## config.mk

```make
export PLATFORM = sky130hd
export DESIGN_NAME = ram_arbiter
export DESIGN_NICKNAME = d
export VERILOG_FILES = /design/src/rtl/ram_arbiter.sv
export SDC_FILE = /design/constraint.sdc
export NUM_CORES = 1
export LEC_CHECK = 0
export BUFFER_PORTS_ARGS = -buffer_cell sky130_fd_sc_hd__buf_2
export CORE_ASPECT_RATIO = 1.4
export CORE_UTILIZATION = 42
export DETAILED_ROUTE_END_ITERATION = 16
export HOLD_SLACK_MARGIN = 0.03
export PLACE_DENSITY_LB_ADDON = 0.25
export SLEW_MARGIN = 30
export SYNTH_ARGS = -nofsm -noshare
export SYNTH_HDL_FRONTEND = slang
export SYNTH_SLANG_ARGS = --single-unit
```

## constraint.sdc

```tcl
create_clock -name clk -period 1.44 [get_ports clk]
set_input_delay 0.216 -clock clk [delete_from_list [all_inputs] [get_ports clk]]
set_output_delay 0.216 -clock clk [all_outputs]
set_load 0.05 [all_outputs]
```

## src/rtl/ram_arbiter.sv

```systemverilog
// Two-requester round-robin arbiter in front of a single-port synchronous RAM.
// Supports lock for back-to-back bursts and returns read data tagged with the requester id.
module ram_arbiter #(
  parameter int N          = 256,
  parameter int DATA_WIDTH = 32
) (
  input  logic                    clk,
  input  logic                    reset,
  input  logic                    req0,
  input  logic                    req1,
  input  logic                    lock0,
  input  logic                    lock1,
  input  logic                    rw0,
  input  logic                    rw1,
  input  logic [$clog2(N)-1:0]    addr0,
  input  logic [$clog2(N)-1:0]    addr1,
  input  logic [DATA_WIDTH-1:0]   wdata0,
  input  logic [DATA_WIDTH-1:0]   wdata1,
  output logic                    ack0,
  output logic                    ack1,
  output logic                    rd_valid,
  output logic                    rd_id,
  output logic [DATA_WIDTH-1:0]   rd_data,
  output logic                    ram_enable,
  output logic                    ram_read_write,
  output logic [$clog2(N)-1:0]    ram_addr,
  output logic [DATA_WIDTH-1:0]   ram_data_in,
  input  logic [DATA_WIDTH-1:0]   ram_data_out
);

  localparam int AW = $clog2(N);

  typedef enum logic [1:0] {IDLE, SERVE0, SERVE1} state_t;

  state_t                state, state_next;
  logic                  prio, prio_next;
  logic                  issue, issue_id;
  logic                  grant_id;
  logic                  sel_rw;
  logic [AW-1:0]         sel_addr;
  logic [DATA_WIDTH-1:0] sel_wdata;

  always_comb begin
    state_next = state;
    prio_next  = prio;
    case (state)
      IDLE: begin
        if (req0 && req1)
          state_next = prio ? SERVE1 : SERVE0;
        else if (req0)
          state_next = SERVE0;
        else if (req1)
          state_next = SERVE1;
      end
      SERVE0: begin
        if (!(req0 && lock0)) begin
          state_next = IDLE;
          prio_next  = 1'b1;
        end
      end
      SERVE1: begin
        if (!(req1 && lock1)) begin
          state_next = IDLE;
          prio_next  = 1'b0;
        end
      end
      default: state_next = IDLE;
    endcase
  end

  // Every entry into (or stay in) a SERVE state issues exactly one RAM access.
  always_comb begin
    issue     = (state_next != IDLE);
    issue_id  = (state_next == SERVE1);
    sel_rw    = issue_id ? rw1    : rw0;
    sel_addr  = issue_id ? addr1  : addr0;
    sel_wdata = issue_id ? wdata1 : wdata0;
  end

  always_ff @(posedge clk) begin
    if (reset) begin
      state          <= IDLE;
      prio           <= 1'b0;
      ram_enable     <= 1'b0;
      ram_read_write <= 1'b0;
      ram_addr       <= '0;
      ram_data_in    <= '0;
      ack0           <= 1'b0;
      ack1           <= 1'b0;
      grant_id       <= 1'b0;
      rd_valid       <= 1'b0;
      rd_id          <= 1'b0;
    end else begin
      state      <= state_next;
      prio       <= prio_next;
      ram_enable <= issue;
      ack0       <= issue && !issue_id;
      ack1       <= issue && issue_id;
      if (issue) begin
        ram_read_write <= sel_rw;
        ram_addr       <= sel_addr;
        ram_data_in    <= sel_wdata;
        grant_id       <= issue_id;
      end
      // RAM read data appears one cycle after the strobe; tag it with the owner.
      rd_valid <= ram_enable && !ram_read_write;
      if (ram_enable && !ram_read_write)
        rd_id <= grant_id;
    end
  end

  always_comb begin
    rd_data = rd_valid ? ram_data_out : '0;
  end

  a_one_ack : assert property (@(posedge clk) !(ack0 && ack1));

endmodule

```

; ---- Word-level counts from Yosys, hierarchy flattened
; Index checks and enable logic that the tools add are counted.
; W data, S select, Z words.
[word_totals]
register_bits = 50
out_inout_bits = 78
in_bits = 120
[classes]
n_mux = 14
eq_ne = 5
n_reduce_logical = 12
[ops]
columns = op, n
row1 = $mux W32, 2
row2 = $mux W2, 6
row3 = $mux W8, 1
row4 = $logic_and A1 B1 Y1, 6
row5 = $pmux W2 S3, 1
row6 = $eq A2 B2 Y1 const B, 2
row7 = $ne A2 B2 Y1 const B, 2
row8 = $reduce_bool A2 Y1, 2
row9 = $mux W1, 3
row10 = $reduce_and A3 Y1, 1
row11 = $eq A2 B1 Y1 const B, 1
row12 = $logic_not A1 Y1, 2
row13 = $logic_not A2 Y1, 1
row14 = $pmux W1 S2, 1

; ---- Longest topological paths before layout
[depth]
depth_word = 7
mapped_depth = 5

; ---- Least setup slack after synthesis
; OpenSTA, ideal clock, no wires.
[synth_timing]
kind = register to register
start = register state[0]
end = register ram_addr[3]
path_slack_ns = -0.236
t_required_ns = 1.298
path_buffers = 2
arrival_ns = 1.534
period_less_slack_ns = 1.676
path_stages_with_launch = 6
path_cell_list = dfxtp_1 -> and3b_1 -> buf_2 -> buf_2 -> nor4_1 -> a311oi_1
[synth_via]
elab_chain_len = 6
elab_cells_between_ends = 12
[synth_rtl]
columns = element, line
row1 = "start, declared", 35  ; state_t state, state_next;
row2 = "start signal, assigned", 94  ; state <= state_next;
row3 = $mux W2, 52  ; else if (req1)
row4 = $mux W2, 50  ; else if (req0)
row5 = $mux W2, 48  ; if (req0 && req1)
row6 = $pmux W2 S3 (*), 46  ; case (state)
row7 = $eq A2 B2 Y1, 74  ; issue_id = (state_next == SERVE1);
row8 = $mux W8, 76  ; sel_addr = issue_id ? addr1 : addr0;
row9 = "end signal, assigned", 101  ; ram_addr <= sel_addr;
row10 = "end, declared", 26  ; output logic [$clog2(N)-1:0] ram_addr,
; Mark *: on every way between the ends. The rest lies on a longest branch, timed or not.
; A chain may end at the register's enable or synchronous reset.

; ---- Worst setup path after layout
[layout_timing]
start = register state[1]
end = register ram_addr[6]
; Same word-level chain as after synthesis.

==> summary.md <==
| Metric | Value |
|---|---|
| Gpl congestion | 0.792 |
| CP arrival | 1.66 ns |
| Proportion of layout cells with a drive suffix above 1 | 0.577 |
| Routed wire length | 10,400 µm |
| Clock H-tree levels | 2 |
| Worst Tran Pin Value | 0.350 ns |
| Hold WS | 0.196 ns |
| TritonCTS clock tree | yes |
| Die Area | 0.00720 mm² |
| Post-Syn Nets | 451 |
| Largest net degree at the start of global routing | 50 |
| First-pass GRT wire length | 15,600 µm |
| Post-synthesis cell area | 0.00288 mm² |
| Clock sink total | 49 |
| Final nets | 634 |
| Worst slew margin | 0.764 |
| CTS buffer count | 5 |
| IO Pins | 198 |
| # setup viols final | 4 |
| Final worst slack | -0.0179 ns |
| Worst skew pair latency | 0.30 ns |
| Fin crit period | 1.46 ns |
| Hpwl dp | 6810 µm |
| Overall Global Routing Usage | 0.267 |
| Post-Syn Instances | 331 |
| # rows | 35 |
| Initial antenna violation count | 2 |
| Initial Utilization | 0.436 |
| Total global routing overflow | 0 |
| Final Hold Violating Endpoints | 0 |
| Status | complete, but fails checks |
| DRT iter0 DRCs | 330 |
| DRC | 0 |
| Failing checks | setup timing |
| Fillers | 543 |
| Leakage | 0.00197 µW |
| Core area | 0.00661 mm² |
| DR vias | 3,578 |
| RSZ-0062 raised after global routing | true |
| Peak fanout along the critical path | 7 |
| Worst Hold Class | input pin to flop |
| Cell accounting for the most synthesized area | dfxtp_1 |
| Setup crit start kind | flop |
| Syn avg cell area | 8.71 µm² |
| DRT Pass-1 Iters | 4 |
| Synthesis-to-finish area growth | 56.0% |
| Seq/Total Area, Yosys | 0.340 |
| Setup TNS | -0.0508 ns |
| Antenna-violating nets left | 0 |
| Final Cycle Share | 1.01 |
| Die X | 72.0 µm |
| PD cells | 916 mW/mm² |
| Worst-case vdd ir drop | 0.000586 V |
| Yosys reg bits | 49 |
| F_max | 686 MHz |
| Required @ worst endpoint | 1.64 ns |
| Die Y-Extent | 100 µm |
| Vias in the first global route | 3,267 |
| Count of cell types in the netlist | 25 |
| Critical Path End Type | flop |
| Max-Cap Viols | 0 |
| WS Path Type | flop to flop |
| Area share of the largest cell type after synthesis | 0.340 |
| Yosys warns | 0 |
| Worst-path clk slew | 0.09 ns |
| Finished Core Util | 0.680 |
| Final Max Tran Viols | 0 |
| Routed length per instance | 17.2 µm |
| Clk buf depth | 2 |
| Top cells by area in the synthesized netlist | dfxtp_1 (34%), a311oi_1 (13%), o31ai_1 (11%) |
| Clock Skew | 0.00639 ns |
| Via density | 5.88 |
| Port bufs | 197 |
| Hold buffer count at CTS | 0 |
| Clk root buf | clkbuf_8 |
[layout make-up]
class,instances,area (µm²),share of cell area
Timing Repair Buffer,231,1480,0.330
Tap cell,92,115,0.0256
Sequential cell,49,993,0.221
Antenna cell,1,2.50,0.000557
Clock buffer,8,80.1,0.0178
Multi-Input combinational cell,227,1820,0.405
[flip-flops by register name, summed over array words and instances, names as in the netlist]
register        flops
ram_data_in        32
ram_addr            8
state               2
ack1                1
grant_id            1
prio                1
ram_enable          1
ram_read_write      1
rd_id               1
rd_valid            1
[kinds of logic (layout without fill, tap and decap cells)]
kind of cell	after synthesis	in the layout	share of synthesized area
buf+inv	56	239	0.112
flops	49	49	0.340
mux	1	1	0.00347
other cells	0	1	0
compound gates	87	87	0.242
simple gates	138	139	0.303
[cell usage after synthesis]
master / number
nand4_1: 41
nand3b_1: 2
and2_1: 33
buf_4: 12
buf_6: 4
buf_2: 27
dfxtp_1: 49
nor3b_2: 1
clkbuf_2: 2
a21oi_1: 2
a311oi_1: 42
o31ai_1: 41
nand3_4: 1
a31oi_1: 1
nand2b_1: 6
nand3_1: 1
nor4_1: 41
or3b_1: 1
and3b_1: 1
nor2b_1: 4
o21ai_0: 1
nor2_1: 5
clkbuf_1: 11
nand2_1: 1
mux2i_1: 1
[stage by stage]
step	setup slack (ns)	cells	power, µW	area (µm²)
after floorplan	0.0567	331	2690	2920
after global placement	0.0490	591	3160	4060
after detailed placement	-0.0390	591	3170	4060
after CTS	-0.00170	603	4000	4220
after global routing	-0.120	608	4300	4500
final	-0.0179	608	4120	4500
[layer usage]
layer / vias to the layer above / global-route usage / wire length, µm
met3: 19 / 0.0723 / 871
met5: - / 0 / 13
li1: 1712 / - / -
met1: 1637 / 0.346 / 4290
met4: 2 / 0.0769 / 139
met2: 208 / 0.435 / 5120
[layout by cell type (no fill, tap or decap), types with 6 or more instances in the layout]
master    count
buf_2       172
dfxtp_1      45
nand4_1      41
nor4_1       37
a311oi_1     35
o31ai_1      31
and2_2       30
buf_4        28
clkbuf_4     11
buf_12       11
a311oi_2      7
buf_6         7
nand2b_1      6
o31ai_4       6
[final timing paths]
check	from	endpoint	slack [ns]	cells past startpoint
max	state[1]$_SDFF_PP0_	ram_addr[6]$_SDFFE_PP0P_	-0.02	6
min reg2reg	ram_enable$_SDFF_PP0_	rd_valid$_SDFF_PP0_	0.50	2
max reg2reg	state[1]$_SDFF_PP0_	ram_addr[6]$_SDFFE_PP0P_	-0.02	6
min	wdata0[10]	ram_data_in[10]$_SDFFE_PP0P_	0.20	3
[report_power, final]
part	switching (µW)	internal, µW
clock	457	347
combinational	1140	596
sequential	86.5	1490
total	1680	2430
[timing repair]
action                     CTS  global route
gates resized for setup     21            53
pin swaps                    2            21
buffers inserted             2             3
cloned                       2             1
setup endpoints to repair   61            65
[worst max-delay path: stages, from the launching register on]
cell and delay, ns:
dfxtp_4 0.37, buf_6 0.12, nor3b_4 0.17, buf_6 0.18, buf_6 0.15, o31ai_2 0.07, a311oi_1 0.30
No activity file was read; power rests on OpenSTA's default activity.
